==> config.mk <==
export PLATFORM = sky130hd
export DESIGN_NAME = console_probe_flat
export DESIGN_NICKNAME = d
export VERILOG_FILES = /design/src/rtl/console_probe_if.sv /design/src/rtl/console_probe.sv /design/src/flat_wrapper.sv
export SDC_FILE = /design/constraint.sdc
export NUM_CORES = 1
export LEC_CHECK = 0
export ABC_AREA = 1
export BUFFER_PORTS_ARGS = -buffer_cell sky130_fd_sc_hd__buf_2
export CORE_AREA = 8 8 64 66
export CTS_CLUSTER_SIZE = 28
export DETAILED_ROUTE_END_ITERATION = 8
export DIE_AREA = 0 0 72 74
export PLACE_DENSITY = 0.76
export SYNTH_ARGS = -nofsm -noshare
export SYNTH_HDL_FRONTEND = slang
export SYNTH_SLANG_ARGS = --single-unit
export TNS_END_PERCENT = 10
==> constraint.sdc <==
create_clock -name m2 -period 2.2 [get_ports m2]
set_input_delay 0.11 -clock m2 [delete_from_list [all_inputs] [get_ports m2]]
set_output_delay 0.11 -clock m2 [all_outputs]
set_load 0.005 [all_outputs]
==> src/rtl/console_probe_if.sv <==
// Probe bundle between the multicart top level and console_probe.
// Holds the PPU sense inputs, reprobe request and verdict outputs.
interface console_probe_if;
    logic       ppu_rd_in;
    logic       ppu_a13_in;
    logic       ppu_not_a13_in;
    logic       reprobe;
    logic       hold_low;
    logic       init_done;
    logic       result_valid;
    logic [1:0] console_type;
    logic       new_famiclone;
    logic [3:0] mismatch_count;

    modport master (
        output ppu_rd_in, ppu_a13_in, ppu_not_a13_in, reprobe,
        input  hold_low, init_done, result_valid,
        input  console_type, new_famiclone, mismatch_count
    );

    modport slave (
        input  ppu_rd_in, ppu_a13_in, ppu_not_a13_in, reprobe,
        output hold_low, init_done, result_valid,
        output console_type, new_famiclone, mismatch_count
    );
endinterface

==> src/rtl/console_probe.sv <==
// Power-on console detector: classic console vs new famiclone via /A13 probing.
// Optional probe timeout enabled by defining CONSOLE_PROBE_TIMEOUT_EN.
module console_probe #(
    parameter int INIT_CYCLES  = 15,
    parameter int PROBE_READS  = 3,
    parameter int MISMATCH_MIN = 1
`ifdef CONSOLE_PROBE_TIMEOUT_EN
    ,
    parameter int TIMEOUT_CYCLES = 65535
`endif
) (
    input logic              m2,
    input logic              reset,
    console_probe_if.slave   p
);
    typedef enum logic [1:0] {
        S_INIT,
        S_PROBE,
        S_DONE
    } state_t;

    state_t     state_q;
    logic [7:0] init_cnt_q;
    logic [3:0] lo_left_q, hi_left_q, mis_q;
    logic [3:0] lo_left_d, hi_left_d, mis_d;
    logic [1:0] type_q;
    logic       hold_low_q, init_done_q, valid_q, newfc_q;
    logic       ppu_rd_q;
    logic       rd_event, mis_hit, all_done, timed_out;

    assign rd_event = ppu_rd_q & ~p.ppu_rd_in;

    always_comb begin
        mis_d     = mis_q;
        lo_left_d = lo_left_q;
        hi_left_d = hi_left_q;
        if (rd_event) begin
            // Mismatches only count while both polarities still need samples
            if (lo_left_q != 4'd0 && hi_left_q != 4'd0 &&
                p.ppu_a13_in == p.ppu_not_a13_in && mis_q != 4'hf)
                mis_d = mis_q + 4'd1;
            if (!p.ppu_a13_in && lo_left_q != 4'd0)
                lo_left_d = lo_left_q - 4'd1;
            if (p.ppu_a13_in && hi_left_q != 4'd0)
                hi_left_d = hi_left_q - 4'd1;
        end
    end

    assign mis_hit  = (32'(mis_d) >= 32'(MISMATCH_MIN));
    assign all_done = (lo_left_d == 4'd0) && (hi_left_d == 4'd0);

`ifdef CONSOLE_PROBE_TIMEOUT_EN
    logic [15:0] to_q, to_d;
    assign to_d      = to_q + 16'd1;
    assign timed_out = (to_d == 16'(TIMEOUT_CYCLES));
`else
    assign timed_out = 1'b0;
`endif

    always_ff @(posedge m2) begin
        ppu_rd_q <= p.ppu_rd_in;
        if (reset) begin
            state_q     <= S_INIT;
            init_cnt_q  <= 8'(INIT_CYCLES);
            lo_left_q   <= 4'(PROBE_READS);
            hi_left_q   <= 4'(PROBE_READS);
            mis_q       <= 4'd0;
            type_q      <= 2'b00;
            hold_low_q  <= 1'b1;
            init_done_q <= 1'b0;
            valid_q     <= 1'b0;
            newfc_q     <= 1'b0;
            ppu_rd_q    <= 1'b1;
`ifdef CONSOLE_PROBE_TIMEOUT_EN
            to_q        <= 16'd0;
`endif
        end else begin
            unique case (state_q)
                S_INIT: begin
                    if (init_cnt_q == 8'd0) begin
                        state_q     <= S_PROBE;
                        hold_low_q  <= 1'b0;
                        init_done_q <= 1'b1;
                        lo_left_q   <= 4'(PROBE_READS);
                        hi_left_q   <= 4'(PROBE_READS);
                        mis_q       <= 4'd0;
`ifdef CONSOLE_PROBE_TIMEOUT_EN
                        to_q        <= 16'd0;
`endif
                    end else begin
                        init_cnt_q <= init_cnt_q - 8'd1;
                    end
                end
                S_PROBE: begin
                    mis_q     <= mis_d;
                    lo_left_q <= lo_left_d;
                    hi_left_q <= hi_left_d;
`ifdef CONSOLE_PROBE_TIMEOUT_EN
                    to_q      <= to_d;
`endif
                    if (mis_hit) begin
                        state_q <= S_DONE;
                        type_q  <= 2'b10;
                        newfc_q <= 1'b1;
                        valid_q <= 1'b1;
                    end else if (all_done) begin
                        state_q <= S_DONE;
                        type_q  <= 2'b01;
                        valid_q <= 1'b1;
                    end else if (timed_out) begin
                        state_q <= S_DONE;
                        type_q  <= 2'b11;
                        valid_q <= 1'b1;
                    end
                end
                S_DONE: begin
                    if (p.reprobe) begin
                        state_q   <= S_PROBE;
                        mis_q     <= 4'd0;
                        lo_left_q <= 4'(PROBE_READS);
                        hi_left_q <= 4'(PROBE_READS);
                        type_q    <= 2'b00;
                        newfc_q   <= 1'b0;
                        valid_q   <= 1'b0;
`ifdef CONSOLE_PROBE_TIMEOUT_EN
                        to_q      <= 16'd0;
`endif
                    end
                end
                default: state_q <= S_INIT;
            endcase
        end
    end

    assign p.hold_low       = hold_low_q;
    assign p.init_done      = init_done_q;
    assign p.result_valid   = valid_q;
    assign p.console_type   = type_q;
    assign p.new_famiclone  = newfc_q;
    assign p.mismatch_count = mis_q;
endmodule

==> src/flat_wrapper.sv <==
// flat-port wrapper written by rule: the top's interface ports become plain ports
module console_probe_flat 
#(
    parameter int INIT_CYCLES  = 15,
    parameter int PROBE_READS  = 3,
    parameter int MISMATCH_MIN = 1

)
  (m2, reset, p_ppu_rd_in, p_ppu_a13_in, p_ppu_not_a13_in, p_reprobe, p_hold_low, p_init_done, p_result_valid, p_console_type, p_new_famiclone, p_mismatch_count);
  console_probe_if p_i ();
  input logic m2;
  input logic reset;
  input wire logic [$bits(p_i.ppu_rd_in)-1:0] p_ppu_rd_in;
  input wire logic [$bits(p_i.ppu_a13_in)-1:0] p_ppu_a13_in;
  input wire logic [$bits(p_i.ppu_not_a13_in)-1:0] p_ppu_not_a13_in;
  input wire logic [$bits(p_i.reprobe)-1:0] p_reprobe;
  output wire logic [$bits(p_i.hold_low)-1:0] p_hold_low;
  output wire logic [$bits(p_i.init_done)-1:0] p_init_done;
  output wire logic [$bits(p_i.result_valid)-1:0] p_result_valid;
  output wire logic [$bits(p_i.console_type)-1:0] p_console_type;
  output wire logic [$bits(p_i.new_famiclone)-1:0] p_new_famiclone;
  output wire logic [$bits(p_i.mismatch_count)-1:0] p_mismatch_count;
  assign p_i.ppu_rd_in = p_ppu_rd_in;
  assign p_i.ppu_a13_in = p_ppu_a13_in;
  assign p_i.ppu_not_a13_in = p_ppu_not_a13_in;
  assign p_i.reprobe = p_reprobe;
  assign p_hold_low = p_i.hold_low;
  assign p_init_done = p_i.init_done;
  assign p_result_valid = p_i.result_valid;
  assign p_console_type = p_i.console_type;
  assign p_new_famiclone = p_i.new_famiclone;
  assign p_mismatch_count = p_i.mismatch_count;
  console_probe #(.INIT_CYCLES(INIT_CYCLES), .PROBE_READS(PROBE_READS), .MISMATCH_MIN(MISMATCH_MIN)) u_core (.m2(m2), .reset(reset), .p(p_i));
endmodule
==> results of run 1 <==
## path summary, 6_finish.rpt
check / from / endpoint / slack [ns]
setup / recovery: u_core.hi_left_q[0] / u_core.p.console_type[0] / 0.19
hold / removal: reset / u_core.hi_left_q[2] / 0.17
setup reg to reg: u_core.hi_left_q[0] / u_core.p.console_type[0] / 0.19
hold reg to reg: u_core.p.hold_low / u_core.p.hold_low / 0.45
## cell usage after synthesis (all sizes together)
library cell  instances  area share
and3                  1      0.0037
a32oi                 1      0.0052
dfxtp                29        0.34
nor3                  6       0.018
a21oi                17       0.055
clkbuf                1      0.0022
a22oi                 1      0.0044
o21ai                19       0.065
nand3                24       0.077
nor4                  1      0.0037
inv                  36       0.080
nor2                 30       0.086
ha                    8       0.059
nand4                 5       0.018
nand2                67        0.15
nand3b                3       0.013
buf                   3       0.016
## where the power goes
| group | switching, mW | internal, mW | leakage (nW) |
|---|---|---|---|
| combinational | 0.383 | 0.205 | 0.572 |
| sequential | 0.0387 | 0.592 | 0.236 |
| clock | 0.192 | 0.185 | 0.0413 |
| total | 0.613 | 0.981 | 0.849 |
## critical path: cells and delay by family, from the launching register on
family | cells | cell delay [ns]
adder cells (fa/ha/maj) | 1 | 0.24
AND/OR/NAND/NOR | 10 | 1.10
AO/OA/AOI/OAI | 1 | 0.11
buffers and inverters | 1 | 0.09
flip-flops | 1 | 0.40
## state kept, by name, summed over array words and instances (netlist names), 2 cells and up
name / cells
u_core.lo_left_q: 4
u_core.p.mismatch_count: 4
u_core.hi_left_q: 4
u_core.p.console_type: 2
u_core.state_q: 2
u_core.init_cnt_q: 8
## stage by stage
step / instance area (sq um) / std cells
floorplan: 1700 / 252
global placement: 1810 / 310
detailed placement: 1810 / 310
CTS: 1890 / 319
global route: 1890 / 319
finish: 1890 / 319
## cell type report
| cell class | instances | area [sq um] | share of cell area |
|---|---|---|---|
| Clock inverter | 1 | 5.00 | 0.00265 |
| Clock buffer | 7 | 65.1 | 0.0345 |
| Tap cell | 46 | 57.6 | 0.0305 |
| Sequential cell | 29 | 581 | 0.308 |
| Timing Repair Buffer | 17 | 92.6 | 0.0491 |
| Inverter | 36 | 135 | 0.0717 |
| Multi-Input combinational cell | 183 | 950 | 0.504 |
## kinds of logic after synthesis
logic type               count (synthesis)
AO/OA/AOI/OAI                           38
adder cells (fa/ha/maj)                  8
buffers and inverters                   40
flip-flops                              29
AND/OR/NAND/NOR                        137
## timing repair
| item | 4_1_cts | 5_1_grt |
|---|---|---|
| buffers inserted | 0 | 0 |
| hold buffers | 1 | 0 |
| endpoints found under the setup margin | 0 | 1 |
| gates resized for setup | 0 | 1 |
| endpoints found under the hold margin | 1 | 0 |
## layer usage
layer  global-route usage  part of all wire  wire length, microns  vias up
li1                     -                 -                     -      853
met1                0.159              0.48                  1660      713
met2                0.233              0.47                  1650       18
met3               0.0431             0.034                   120        7
met4               0.0544             0.017                    59        0
met5                    0                 0                     0        -
==> flow_summary.toml, run 1 <==
[outcome]
outcome = "finished, final reports clean"

[setup_path]
crit_path_frequent_cell = "nand2_1"
rr_worst_depth = 13
arrival_ns = 2.27
crit_path_end_kind = "flip-flop"
critPathMaxFanout = 8
critPathKind = "reg -> reg"
slowest_stage = "dfxtp_1"
cp_cell_sequence = "inv_1 > ha_1 > nand3_2 > nand2_2 > nor2_4 > nand3b_1 > nand2_1 > nand2_1 > nor2_2 > nand3_2 > nand2_2 > nand2_1 > a21oi_1"
crit_required_ns = 2.47
startpoint_type = "flip-flop"
cpPeakStageDelay_ns = 0.40

[clock_network]
path_clk_slew_ns = 0.09
cts_tree = "yes"
htreeDepth = 2
clock_path_buffers = 2
clockRootBuffer = "clkbuf_4"
cts_buffers = 5
clkSinkCount = 29
clk_latency_ns = 0.34

[min_path]
hold_class = "in -> reg"
min_path_cells = 2

[timing]
fin_crit_ns = 2.01
finalHoldViolCount = 0
tns_ns = 0
setup_violations = 0
timing.hold.ws_ns = 0.173
rsz0062_at_grt = "no"
min_period_over_period = 0.912
max_freq_ghz = 0.498
clock_skew_ns = 0.00931
worst_slew_pin_slew_ns = 0.399
slew_violations = 0
relSlewSlack = 0.734
setup_ws_ns = 0.193

[synth]
synth_fa_ha_area_frac = 0.0590
syn_area_sq_um = 1700
synth_compound_area_frac = 0.129
synthMuxAreaShare = 0
synth-simple-area-share = 0.372
syn_inst = 252
synthXorXnorAreaFrac = 0
yosys_warnings = 0
ys_ff_latch = 29
synth.avg_cell_area_sq_um = 6.73
synth_top_family_by_area = "simple AND/OR/NAND/NOR gates"
synth_cell_types = 27
yosysSeqAreaShare = 0.342
syn-num-nets = 266

[placement]
pre_cts_ws_ns = 0.230
hpwl_microns = 2570
place.gp.congestion = 0.825
io_buffers = 15

[floorplan]
initial_core_util = 0.534
rows = 21
ios = 16
fp.coreArea_sq_um = 3180
die-area_sq_um = 5330
die_h_microns = 74
die_width_microns = 72

[pwr]
ir_drop_mv = 0.671
p_per_area_nw_per_um2 = 846
power_mw = 1.59
leakagePower_nw = 0.849

[routing]
antenna_left = 0
wl_microns = 3500
vias = 1591
dr.pass1.iters = 4
wl_per_cell_microns = 11.0
drc = 0
vias_per_cell = 4.99
drt_iter0_markers = 81

[final_layout]
drive_gt1_frac = 0.161
final_util = 0.593
final_cell_mix = "64 x nand2_1, 32 x inv_1, 29 x dfxtp_1"
layout.nets = 286
final_common_cell = "nand2_1"
area_growth_pct = 11.1
insertedDiodeCount = 0
fill_cells = 298

[global_routing]
gr-total-overflow = 0
grt_pass1_wl_microns = 5870
grt_start_max_net_pins = 19
first_global_vias = 1395
antenna_found_initial = 0
grt.total_usage = 0.138

[job]
drv_cap = 0
(Power assumes the default switching activity.)
==> run 2: changes to the inputs <==
Settings changed: CORE_AREA 8 8 64 66 to 8 8 86 50, DIE_AREA 0 0 72 74 to 0 0 94 58, PLACE_DENSITY 0.76 to 0.77.
==> run 2 against run 1 <==
Non-clock buffer count increased by 2. Clock-buffer cell count is 1 lower. Final cell count shrank 0.63%. Flip-flop and latch count stayed put. Global-route usage increased by 2.1 points. Hold slack got worse by 0.16 ns.
==> flow_summary.toml, run 2 (same netlist as run 1, synthesis figures left out) <==
[outcome]
outcome = "finished, final reports clean"

[setup_path]
arrival_ns = 2.22
startpoint_type = "flip-flop"
cpPeakStageDelay_ns = 0.32
slowest_stage = "dfxtp_1"
critPathMaxFanout = 12
crit_path_end_kind = "flip-flop"
cp_cell_sequence = "inv_1 > ha_1 > nand3_1 > o21ai_4 > inv_2 > nor2_4 > o21ai_4 > nor2_4 > nand3_1 > a21oi_2"
crit_required_ns = 2.42
critPathKind = "reg -> reg"

[routing]
vias = 1604
antenna_left = 0
wl_microns = 4040
wl_per_cell_microns = 12.7
drc = 0
dr.pass1.iters = 4
drt_iter0_markers = 169
vias_per_cell = 5.06

[timing]
slew_violations = 0
relSlewSlack = 0.710
setup_violations = 0
fin_crit_ns = 1.99
min_period_over_period = 0.907
tns_ns = 0
rsz0062_at_grt = "no"
max_freq_ghz = 0.501
clock_skew_ns = 0.00330
finalHoldViolCount = 0
worst_slew_pin_slew_ns = 0.435

[clock_network]
clockRootBuffer = "clkbuf_8"
ctsHoldBuffers = 0
clk_latency_ns = 0.29
cts_buffers = 5
clock_path_buffers = 2
clkSinkCount = 29
path_clk_slew_ns = 0.06
htreeDepth = 2
cts_tree = "yes"

[final_layout]
layout.nets = 288
area_growth_pct = 13.5
final_cell_mix = "63 x nand2_1, 32 x inv_1, 27 x dfxtp_1"
largest_reg_flops = 8
fill_cells = 289
top_register = "u_core.init_cnt_q"
stdcell_area_sq_um = 1930
final_common_cell = "nand2_1"
insertedDiodeCount = 0
seq_area_sq_um = 583
drive_gt1_frac = 0.178
multi_input_area_sq_um = 967

[placement]
dpl-instance-area_sq_um = 1800
place.gp.congestion = 0.941
hpwl_microns = 3000
io_buffers = 15

[global_routing]
grt.total_usage = 0.159
antenna_found_initial = 0
gr-total-overflow = 0
grt_start_max_net_pins = 19
first_global_vias = 1380
grt_pass1_wl_microns = 6620

[pwr]
netSwitchingPower_uw = 653
internal_power_mw = 1.02
leakagePower_nw = 0.862
switching_share = 0.390
ir_drop_mv = 0.445
p_clk_frac = 0.257
power_frac_seq = 0.380
pwr-share-comb = 0.363
p_per_area_nw_per_um2 = 869

[floorplan]
rows = 15
ios = 16
die_h_microns = 58
die_width_microns = 94
fp.coreArea_sq_um = 3150
initial_core_util = 0.538
die-area_sq_um = 5450

[min_path]
hold_class = "in -> reg"

[job]
drv_cap = 0
[run 2: cell types whose count changed in the layout (fill, tap and decap cells not counted), moves of 2 or more]
cell      before  now
buf_4          1    4
clkbuf_4       5    0
clkbuf_8       2    5
dfxtp_2        0    2
dfxtp_1       29   27
[run 2: through the flow]
stage                     setup slack [ns]  instances  power (mW)  hold WS, ns  utilization
after floorplan                      0.492        252        1.09        0.207            -
after CTS                            0.175        314        1.67      0.00340        0.597
after global placement               0.247        306        1.22        0.303        0.571
after global routing                0.0156        317        1.79       0.0247        0.611
after detailed placement             0.178        306        1.24        0.307        0.571
final                                0.205        317        1.67      0.00836        0.611
[run 2: power by group through the flow]
stage	Clock, mW	Combinational [mW]	Sequential (mW)
after floorplan	0	0.445	0.641
after global placement	0	0.579	0.645
after detailed placement	0	0.590	0.646
after CTS	0.435	0.596	0.634
after global routing	0.469	0.681	0.644
final	0.431	0.608	0.635
[run 2: cell type report]
type	count	area share
clock buffers	6	0.0377
clock inverters	2	0.00520
inverters	36	0.0702
multi-input cells	183	0.502
flip-flops and latches	29	0.303
well taps	42	0.0273
repair buffers	19	0.0546
[run 2: worst max-delay path: cells and delay by family (launching register included)]
kind | cells | cell delay [ns]
simple gates | 4 | 0.71
buf+inv | 2 | 0.19
flops | 1 | 0.32
compound gates | 3 | 0.53
fa+ha+maj | 1 | 0.16
[run 2: per-layer routing]
metal,share of wire,GRT usage,vias up
met5,0,0,-
met4,0.013,0.0537,0
met3,0.071,0.0682,5
met2,0.36,0.190,45
met1,0.56,0.235,698
li1,-,-,856
[run 2: path summary, 6_finish.rpt]
path	start	to	slack (ns)	depth (start not counted)
max reg2reg	u_core.init_cnt_q[0]	u_core.p.mismatch_count[1]	0.21	10
min reg2reg	u_core.p.hold_low	u_core.p.hold_low	0.45	2
max	u_core.init_cnt_q[0]	u_core.p.mismatch_count[1]	0.21	10
min	p_ppu_rd_in	u_core.ppu_rd_q	0.008	3
[run 2: what timing repair did]
action,in CTS,in global routing
gates resized for setup,0,5
setup endpoints to repair,0,6
setup buffers,0,3
==> run 3: changes to the inputs <==
Settings changed: BUFFER_PORTS_ARGS -buffer_cell sky130_fd_sc_hd__buf_2 to -buffer_cell sky130_fd_sc_hd__buf_4.
==> run 3 against run 2 <==
Combinational power up 3.9%. Clock skew down 0.00081 ns. Flip-flop and latch count unchanged. Critical path depth is 3 higher. Die area stayed put. Core utilization rose by 0.60 points.
==> flow_summary.toml, run 3 (same netlist as run 1, synthesis figures left out) <==
[setup_path]
critPathKind = "reg -> reg"
r2r_slack_ns = 0.19
crit_path_end_kind = "flip-flop"
arrival_ns = 2.23
crit_required_ns = 2.42
critPathMaxFanout = 5
startpoint_type = "flip-flop"

[timing]
slew_violations = 0
max_freq_ghz = 0.498
finalHoldViolCount = 0
tns_ns = 0
fin_crit_ns = 2.01
setup_violations = 0
relSlewSlack = 0.712
clock_skew_ns = 0.00249
min_period_over_period = 0.912
setup_ws_ns = 0.193
timing.hold.ws_ns = 0.00700
rsz0062_at_grt = "no"
worst_slew_pin_slew_ns = 0.429

[routing]
vias = 1643
antenna_left = 0
drc = 0
wl_per_cell_microns = 12.2
drt_iter0_markers = 168
wl_microns = 3870
dr.pass1.iters = 5
vias_per_cell = 5.20

[floorplan]
rows = 15
ios = 16
die-area_sq_um = 5450
die_width_microns = 94
initial_core_util = 0.538
fp.coreArea_sq_um = 3150
die_h_microns = 58

[final_layout]
insertedDiodeCount = 0
drive_gt1_frac = 0.168
largest_reg_flops = 8
layout.nets = 287
final_common_cell = "nand2_1"
area_growth_pct = 14.6
fill_cells = 293
final_cell_mix = "64 x nand2_1, 32 x inv_1, 28 x dfxtp_1"
top_register = "u_core.init_cnt_q"

[outcome]
outcome = "finished, final reports clean"

[global_routing]
antenna_found_initial = 0
grt.total_usage = 0.154
gr-total-overflow = 0
grt_start_max_net_pins = 19
grt_pass1_wl_microns = 6540
first_global_vias = 1363

[job]
drv_cap = 0

[clock_network]
clockRootBuffer = "clkbuf_8"
clk_latency_ns = 0.28
cts_tree = "yes"
path_clk_slew_ns = 0.06
cts_setup_buffers = 0
clkSinkCount = 29
htreeDepth = 2
cts_buffers = 5
ctsHoldBuffers = 0
clock_path_buffers = 2

[placement]
hpwl_microns = 2930
io_buffers = 15
place.gp.congestion = 0.926
pre_cts_ws_ns = 0.214

[pwr]
ir_drop_mv = 0.491
leakagePower_nw = 0.865
p_per_area_nw_per_um2 = 871

[min_path]
hold_class = "in -> reg"
[run 3: cell type report]
class	instances	area [sq um]	area share
flip-flops and latches	29	582	0.299
clock buffers	6	72.6	0.0373
multi-input cells	183	957	0.492
clock inverters	2	10.0	0.00515
inverters	36	135	0.0695
repair buffers	18	135	0.0695
well taps	42	52.6	0.0270
[run 3: layer usage]
metal,track usage,vias up,part of all wire
li1,-,864,-
met3,0.0541,5,0.095
met2,0.174,62,0.35
met4,0.0604,0,0.0093
met1,0.240,712,0.54
met5,0,-,0
[run 3: where the power goes]
| group | leakage (nW) | total [mW] | internal, mW | switching [mW] |
|---|---|---|---|---|
| registers | 0.235 | 0.638 | 0.593 | 0.0453 |
| clock network | 0.0450 | 0.424 | 0.218 | 0.205 |
| logic | 0.584 | 0.632 | 0.234 | 0.397 |
| total | 0.865 | 1.69 | 1.05 | 0.648 |
[run 3: worst paths after layout]
path | startpoint | endpoint | depth (start not counted)
min reg2reg | u_core.p.init_done | u_core.p.init_done | 2
min | p_ppu_rd_in | u_core.ppu_rd_q | 3
max reg2reg | u_core.lo_left_q[0] | u_core.p.console_type[1] | 13
max | u_core.lo_left_q[0] | u_core.p.console_type[1] | 13
[run 3: through the flow]
stage	total power, mW	util	cell area (sq um)	instances
6_report	1.69	0.617	1940	316
5_1_grt	1.82	0.617	1940	316
4_1_cts	1.69	0.614	1940	316
3_5_place_dp	1.27	0.588	1850	308
3_3_place_gp	1.26	0.588	1850	308
2_1_floorplan	1.09	-	1700	252
[run 3: critical path: stages (launching register included)]
cell and delay, ns:
dfxtp_1 0.35, inv_1 0.08, ha_1 0.23, nand2_1 0.17
nand2_2 0.09, nor2_4 0.13, nand4_1 0.13, nand2_1 0.14
nand2_1 0.07, nor2_2 0.15, nand3_2 0.13, nand2_2 0.10
nand2_1 0.06, a21oi_1 0.11
[run 3: repair_timing]
action / in CTS / in global routing
setup endpoints to repair: 0 / 6
endpoints found under the hold margin: 0 / 0
resized for setup: 0 / 4
